<file path="src/rtl/chip_cmd_sequencer.sv">
// Pad-side command sequencer: drives chip pads with a setup/pulse/hold sequence, then
// captures synchronised chip data and returns it as a response.
module chip_cmd_sequencer #(
  parameter int unsigned NumArrays   = 4,
  parameter int unsigned AddrWidth   = 5,
  parameter int unsigned SetupCycles = 2,
  parameter int unsigned HoldCycles  = 2,
  parameter int unsigned PulseWidth  = 8
) (
  input  logic                 clk_sys_in,
  input  logic                 rst_sys_in,
  input  logic                 req_valid_i,
  output logic                 req_ready_o,
  input  logic [1:0]           req_instr_i,
  input  logic [AddrWidth-1:0] req_col_i,
  input  logic [AddrWidth-1:0] req_row_i,
  input  logic [3:0]           req_ctrl_i,
  input  logic [PulseWidth-1:0] req_plen_i,
  output logic                 rsp_valid_o,
  input  logic                 rsp_ready_i,
  output logic [NumArrays-1:0] rsp_data_o,
  output logic                 busy_o,
  output logic [1:0]           chip_instr_o,
  output logic [AddrWidth-1:0] chip_col_o,
  output logic [AddrWidth-1:0] chip_row_o,
  output logic                 chip_cbl_o,
  output logic                 chip_cblen_o,
  output logic                 chip_csl_o,
  output logic                 chip_cwl_o,
  input  logic [NumArrays-1:0] chip_data_i
);

  localparam int unsigned ShMax   = (SetupCycles > HoldCycles) ? SetupCycles : HoldCycles;
  localparam int unsigned ShWidth = $clog2(ShMax) + 1;
  localparam int unsigned CntW    = (PulseWidth > ShWidth) ? PulseWidth : ShWidth;

  localparam logic [CntW-1:0] SetupLoad   = CntW'(SetupCycles - 1);
  localparam logic [CntW-1:0] HoldLoad    = CntW'(HoldCycles - 1);
  localparam logic [CntW-1:0] CaptureLoad = CntW'(1);

  typedef enum logic [2:0] {
    StIdle,
    StSetup,
    StPulse,
    StHold,
    StCapture,
    StResp
  } state_e;

  state_e                state_q, state_d;
  logic [CntW-1:0]       cnt_q, cnt_d;
  logic [3:0]            mask_q;
  logic [PulseWidth-1:0] plen_q;
  logic [3:0]            ctrl_q;
  logic                  ready_q;
  logic [NumArrays-1:0]  sync1_q, sync2_q;
  logic [NumArrays-1:0]  rsp_data_q;
  logic                  accept;
  logic                  capture;

  always_comb begin
    state_d = state_q;
    cnt_d   = cnt_q;
    accept  = 1'b0;
    capture = 1'b0;
    unique case (state_q)
      StIdle: begin
        if (req_valid_i && ready_q) begin
          accept  = 1'b1;
          state_d = StSetup;
          cnt_d   = SetupLoad;
        end
      end
      StSetup: begin
        if (cnt_q == '0) begin
          if (plen_q != '0) begin
            state_d = StPulse;
            cnt_d   = CntW'(plen_q) - CntW'(1);
          end else begin
            state_d = StHold;
            cnt_d   = HoldLoad;
          end
        end else begin
          cnt_d = cnt_q - CntW'(1);
        end
      end
      StPulse: begin
        if (cnt_q == '0) begin
          state_d = StHold;
          cnt_d   = HoldLoad;
        end else begin
          cnt_d = cnt_q - CntW'(1);
        end
      end
      StHold: begin
        if (cnt_q == '0) begin
          state_d = StCapture;
          cnt_d   = CaptureLoad;
        end else begin
          cnt_d = cnt_q - CntW'(1);
        end
      end
      StCapture: begin
        if (cnt_q == '0) begin
          state_d = StResp;
          capture = 1'b1;
        end else begin
          cnt_d = cnt_q - CntW'(1);
        end
      end
      StResp: begin
        if (rsp_ready_i) begin
          state_d = StIdle;
        end
      end
      default: state_d = StIdle;
    endcase
  end

  always_ff @(posedge clk_sys_in or negedge rst_sys_in) begin
    if (!rst_sys_in) begin
      state_q      <= StIdle;
      cnt_q        <= '0;
      mask_q       <= '0;
      plen_q       <= '0;
      ctrl_q       <= '0;
      ready_q      <= 1'b0;
      sync1_q      <= '0;
      sync2_q      <= '0;
      rsp_data_q   <= '0;
      chip_instr_o <= '0;
      chip_col_o   <= '0;
      chip_row_o   <= '0;
    end else begin
      state_q <= state_d;
      cnt_q   <= cnt_d;
      // Ready is registered so it stays low through the first cycle after reset release.
      ready_q <= (state_d == StIdle);
      ctrl_q  <= (state_d == StPulse) ? mask_q : 4'b0000;
      sync1_q <= chip_data_i;
      sync2_q <= sync1_q;
      if (accept) begin
        mask_q       <= req_ctrl_i;
        plen_q       <= req_plen_i;
        chip_instr_o <= req_instr_i;
        chip_col_o   <= req_col_i;
        chip_row_o   <= req_row_i;
      end
      if (capture) begin
        rsp_data_q <= (chip_instr_o == 2'b11) ? '0 : sync2_q;
      end
    end
  end

  assign req_ready_o  = ready_q;
  assign rsp_valid_o  = (state_q == StResp);
  assign rsp_data_o   = rsp_data_q;
  assign busy_o       = (state_q != StIdle);
  assign chip_cbl_o   = ctrl_q[3];
  assign chip_cblen_o = ctrl_q[2];
  assign chip_csl_o   = ctrl_q[1];
  assign chip_cwl_o   = ctrl_q[0];

endmodule

</file>
<file path="config.mk">
export PLATFORM = sky130hd
export DESIGN_NAME = chip_cmd_sequencer
export DESIGN_NICKNAME = d
export VERILOG_FILES = /design/src/rtl/chip_cmd_sequencer.sv
export SDC_FILE = /design/constraint.sdc
export NUM_CORES = 1
export LEC_CHECK = 0
export ABC_AREA = 1
export ABC_CLOCK_PERIOD_IN_PS = 2000
export CORE_MARGIN = 8
export CORE_UTILIZATION = 50
export CTS_CLUSTER_SIZE = 14
export DETAILED_ROUTE_END_ITERATION = 12
export GPL_TIMING_DRIVEN = 0
export HOLD_SLACK_MARGIN = 0.06
export PLACE_DENSITY = 0.77
export SKIP_CTS_REPAIR_TIMING = 1
export SLEW_MARGIN = 5
export SYNTH_ARGS = -nofsm -noshare
export SYNTH_HDL_FRONTEND = slang
export SYNTH_SLANG_ARGS = --single-unit
</file>
<file path="constraint.sdc">
create_clock -name clk_sys_in -period 2 [get_ports clk_sys_in]
set_input_delay 0.4 -clock clk_sys_in [delete_from_list [all_inputs] [get_ports clk_sys_in]]
set_output_delay 0.4 -clock clk_sys_in [all_outputs]
set_load 0.02 [all_outputs]
</file>
==> results.py <==
metrics = {
    "status": {
        "run_status": "completed",
    },
    "setup_path": {
        "worstPathArrival_ps": 1940,
        "crit_path_top_delay_cell": "dfrtp_1",
        "endpoint_kind": "register",
        "crit_type": "reg -> reg",
        "path_cells": "inv_1 -> ha_1 -> nand2_1 -> nor2_1 -> nand2_1 -> nand2_1 -> nand3_1 -> nand2_1 -> nand2_1 -> nand2_1 -> nand2_1",
        "crit_top_cell": "nand2_1",
        "worstSetupStartpointType": "register",
        "r2r_setup_slack_ps": 260,
        "critPathBufInv": 1,
        "crit_path_max_incr_delay_ps": 410,
        "worstPathRequired_ps": 2200,
        "path_max_fanout": 6,
        "path_delay_family": "simple AND/OR/NAND/NOR gates",
    },
    "routing": {
        "drc": 0,
        "dr_total_vias": 2167,
        "firstDrtPassIters": 4,
        "routedWlPerCell_um": 12.3,
        "ant_nets": 0,
        "via_per_inst": 4.73,
        "drtIter0Drc": 111,
        "routed_wl_mm": 5.62,
    },
    "timing": {
        "worst_pin_slew_ps": 425,
        "relSlewSlack_pct": 71.3,
        "rsz0062_at_grt": "no",
        "max_freq_mhz": 575,
        "period_share_pct": 87.0,
        "hold_slack_ps": 356,
        "hold_violations": 0,
        "fin_skew_ps": 4.43,
        "min_period_ps": 1740,
        "maxSlewViolCount": 0,
        "setup_violations": 0,
    },
    "placed_design": {
        "place_congestion": 0.863,
        "numPortBuffers": 54,
        "dp_hpwl_mm": 4.36,
    },
    "grt": {
        "grt_pass1_vias": 2185,
        "grt_usage_pct": 16.2,
        "grt_max_degree": 40,
        "antenna_found_initial": 0,
        "grt_pass1_wl_mm": 9.85,
        "grt_overflow": 0,
    },
    "floorplanning": {
        "fp.coreArea_um2": 5010,
        "pin_count": 55,
        "start_util_pct": 50.7,
        "dieArea_um2": 7620,
        "die-height_um": 87.3,
        "chipWidth_um": 87.3,
        "num_rows": 26,
    },
    "yosys": {
        "yosys_warnings": 0,
        "ys_seq_area_share_pct": 51.2,
        "synth_most_common_cell": "nand2_1",
        "synth_fa_ha_area_share_pct": 1.97,
        "yosysUniqueCellTypes": 21,
        "synth_fp_nets": 361,
        "synthTopCellsByArea": "dfrtp_1, nand2_1, inv_1",
        "synth_top_cell_area_share_pct": 51.2,
        "synth_flop_cell": "dfrtp_1",
        "synthSimpleGateAreaFrac_pct": 34.7,
        "synth-compound-area-share_pct": 5.47,
        "avgSynthCellArea_um2": 7.82,
        "synthMuxAreaShare_pct": 0,
        "syn_inst": 325,
        "synth_edf_count": 0,
        "synth_top_family_by_area": "simple AND/OR/NAND/NOR gates",
        "yosysTopAreaCell": "dfrtp_1",
        "yosys_register_bits": 52,
        "ys_async_sr_fraction_pct": 100,
        "yosys.area_share.xor_xnor_pct": 0.689,
        "yosys-top-cells-count": "nand2_1, dfrtp_1, inv_1, nor2_1",
        "mappedNetlistArea_um2": 2540,
    },
    "job": {
        "max-cap-violations": 0,
    },
    "clocking": {
        "cts_sinks": 52,
        "cts_tree": "yes",
        "path_clk_slew_ps": 90,
        "htree_levels": 2,
        "root_buffer": "clkbuf_8",
        "cts_buffers": 5,
        "cts.path.max_buffers": 2,
        "clk_latency_ps": 300,
    },
    "final_layout": {
        "nets": 424,
        "n_antenna_cell": 0,
        "drive_above_1_share_pct": 10.1,
        "area_growth_pct": 29.5,
        "fin_util_pct": 65.7,
    },
    "power": {
        "powerDensity_nw_per_um2": 1360,
        "ir_drop_v": 0.000689,
        "p_leak_nw": 1.67,
        "p_sw_share_pct": 42.5,
        "clock_power_share_pct": 13.7,
        "p_int_mw": 2.57,
        "power.share.combinational_pct": 47.6,
        "switchingPower_mw": 1.90,
        "power_frac_seq_pct": 38.7,
    },
    "hold_path": {
        "hold_class": "reg -> reg",
    },
}
-- worst paths after layout --
path,startpoint,end,depth (start not counted)
max reg2reg,cnt_q[0],cnt_q[2],11
max,cnt_q[0],cnt_q[2],11
min,sync1_q[1],sync2_q[1],0
max in group asynchronous,rst_sys_in,state_q[2],3
min reg2reg,sync1_q[1],sync2_q[1],0
min in group asynchronous,rst_sys_in,rsp_data_o[3],2
-- routing by layer --
metal / share of wire (%) / global-route usage (%) / routed length [um] / up-vias
met5: 0 / 0 / 0 / -
met4: 0.57 / 3.13 / 32 / 0
met3: 8.4 / 7.08 / 470 / 3
met2: 47 / 26.2 / 2670 / 52
met1: 44 / 19.4 / 2450 / 985
li1: - / - / - / 1127
-- layout make-up --
cell class	count	area, um2
repair buffers	56	571
inverters	35	131
clock inverters	1	8.76
flip-flops and latches	52	1300
clock buffers	6	82.6
fillers	464	1720
plain buffers	4	20.0
multi-input cells	234	1090
well taps	70	87.6
-- state kept, by name, indices dropped and copies added (netlist names) --
name / cells
cnt_q: 8
sync2_q: 4
state_q: 3
chip_row_o: 5
req_ready_o: 1
sync1_q: 4
mask_q: 4
plen_q: 8
chip_instr_o: 2
ctrl_q: 4
rsp_data_o: 4
chip_col_o: 5
-- power groups by stage --
stage | clock network, mW | registers (mW) | logic (mW)
floorplan | 0 | 1.89 | 1.23
global placement | 0 | 1.73 | 2.08
detailed placement | 0 | 1.75 | 2.13
CTS | 0.640 | 1.73 | 2.15
global route | 0.679 | 1.78 | 2.44
finish | 0.612 | 1.73 | 2.13
-- cell families (layout without fill, tap and decap cells) --
| logic type | count (synthesis) | in the layout |
|---|---|---|
| buffers and inverters | 39 | 102 |
| AOI/OAI and AO/OA | 25 | 25 |
| DFF | 52 | 52 |
| and+or+nand+nor | 203 | 203 |
| adders and majority gates | 4 | 4 |
| xor gates and xnor gates | 2 | 2 |
-- through the flow --
stage	cells	cell area [um2]	TNS, ps	power (mW)	setup WS (ps)
6_report	458	3290	0	4.48	260
5_1_grt	458	3290	0	4.90	11.4
4_1_cts	457	3280	-22.6	4.52	-22.6
3_5_place_dp	450	3180	0	3.88	130
3_3_place_gp	449	3170	-51380	3.82	-991
2_1_floorplan	325	2540	0	3.12	505
-- layout by cell type (no fill, tap or decap), drive strengths merged --
cell,n
a21oi,3
nand4,2
clkinv,1
nand3b,1
dlygate4sd3,1
nor2,34
ha,4
o21a,1
clkdlybuf4s50,51
o21ai,21
nand2,142
xor2,2
dfrtp,52
inv,35
buf,6
clkbuf,6
and3,1
nand3,23
dlymetal6s2s,2
No activity file was read; power rests on OpenSTA's default activity.
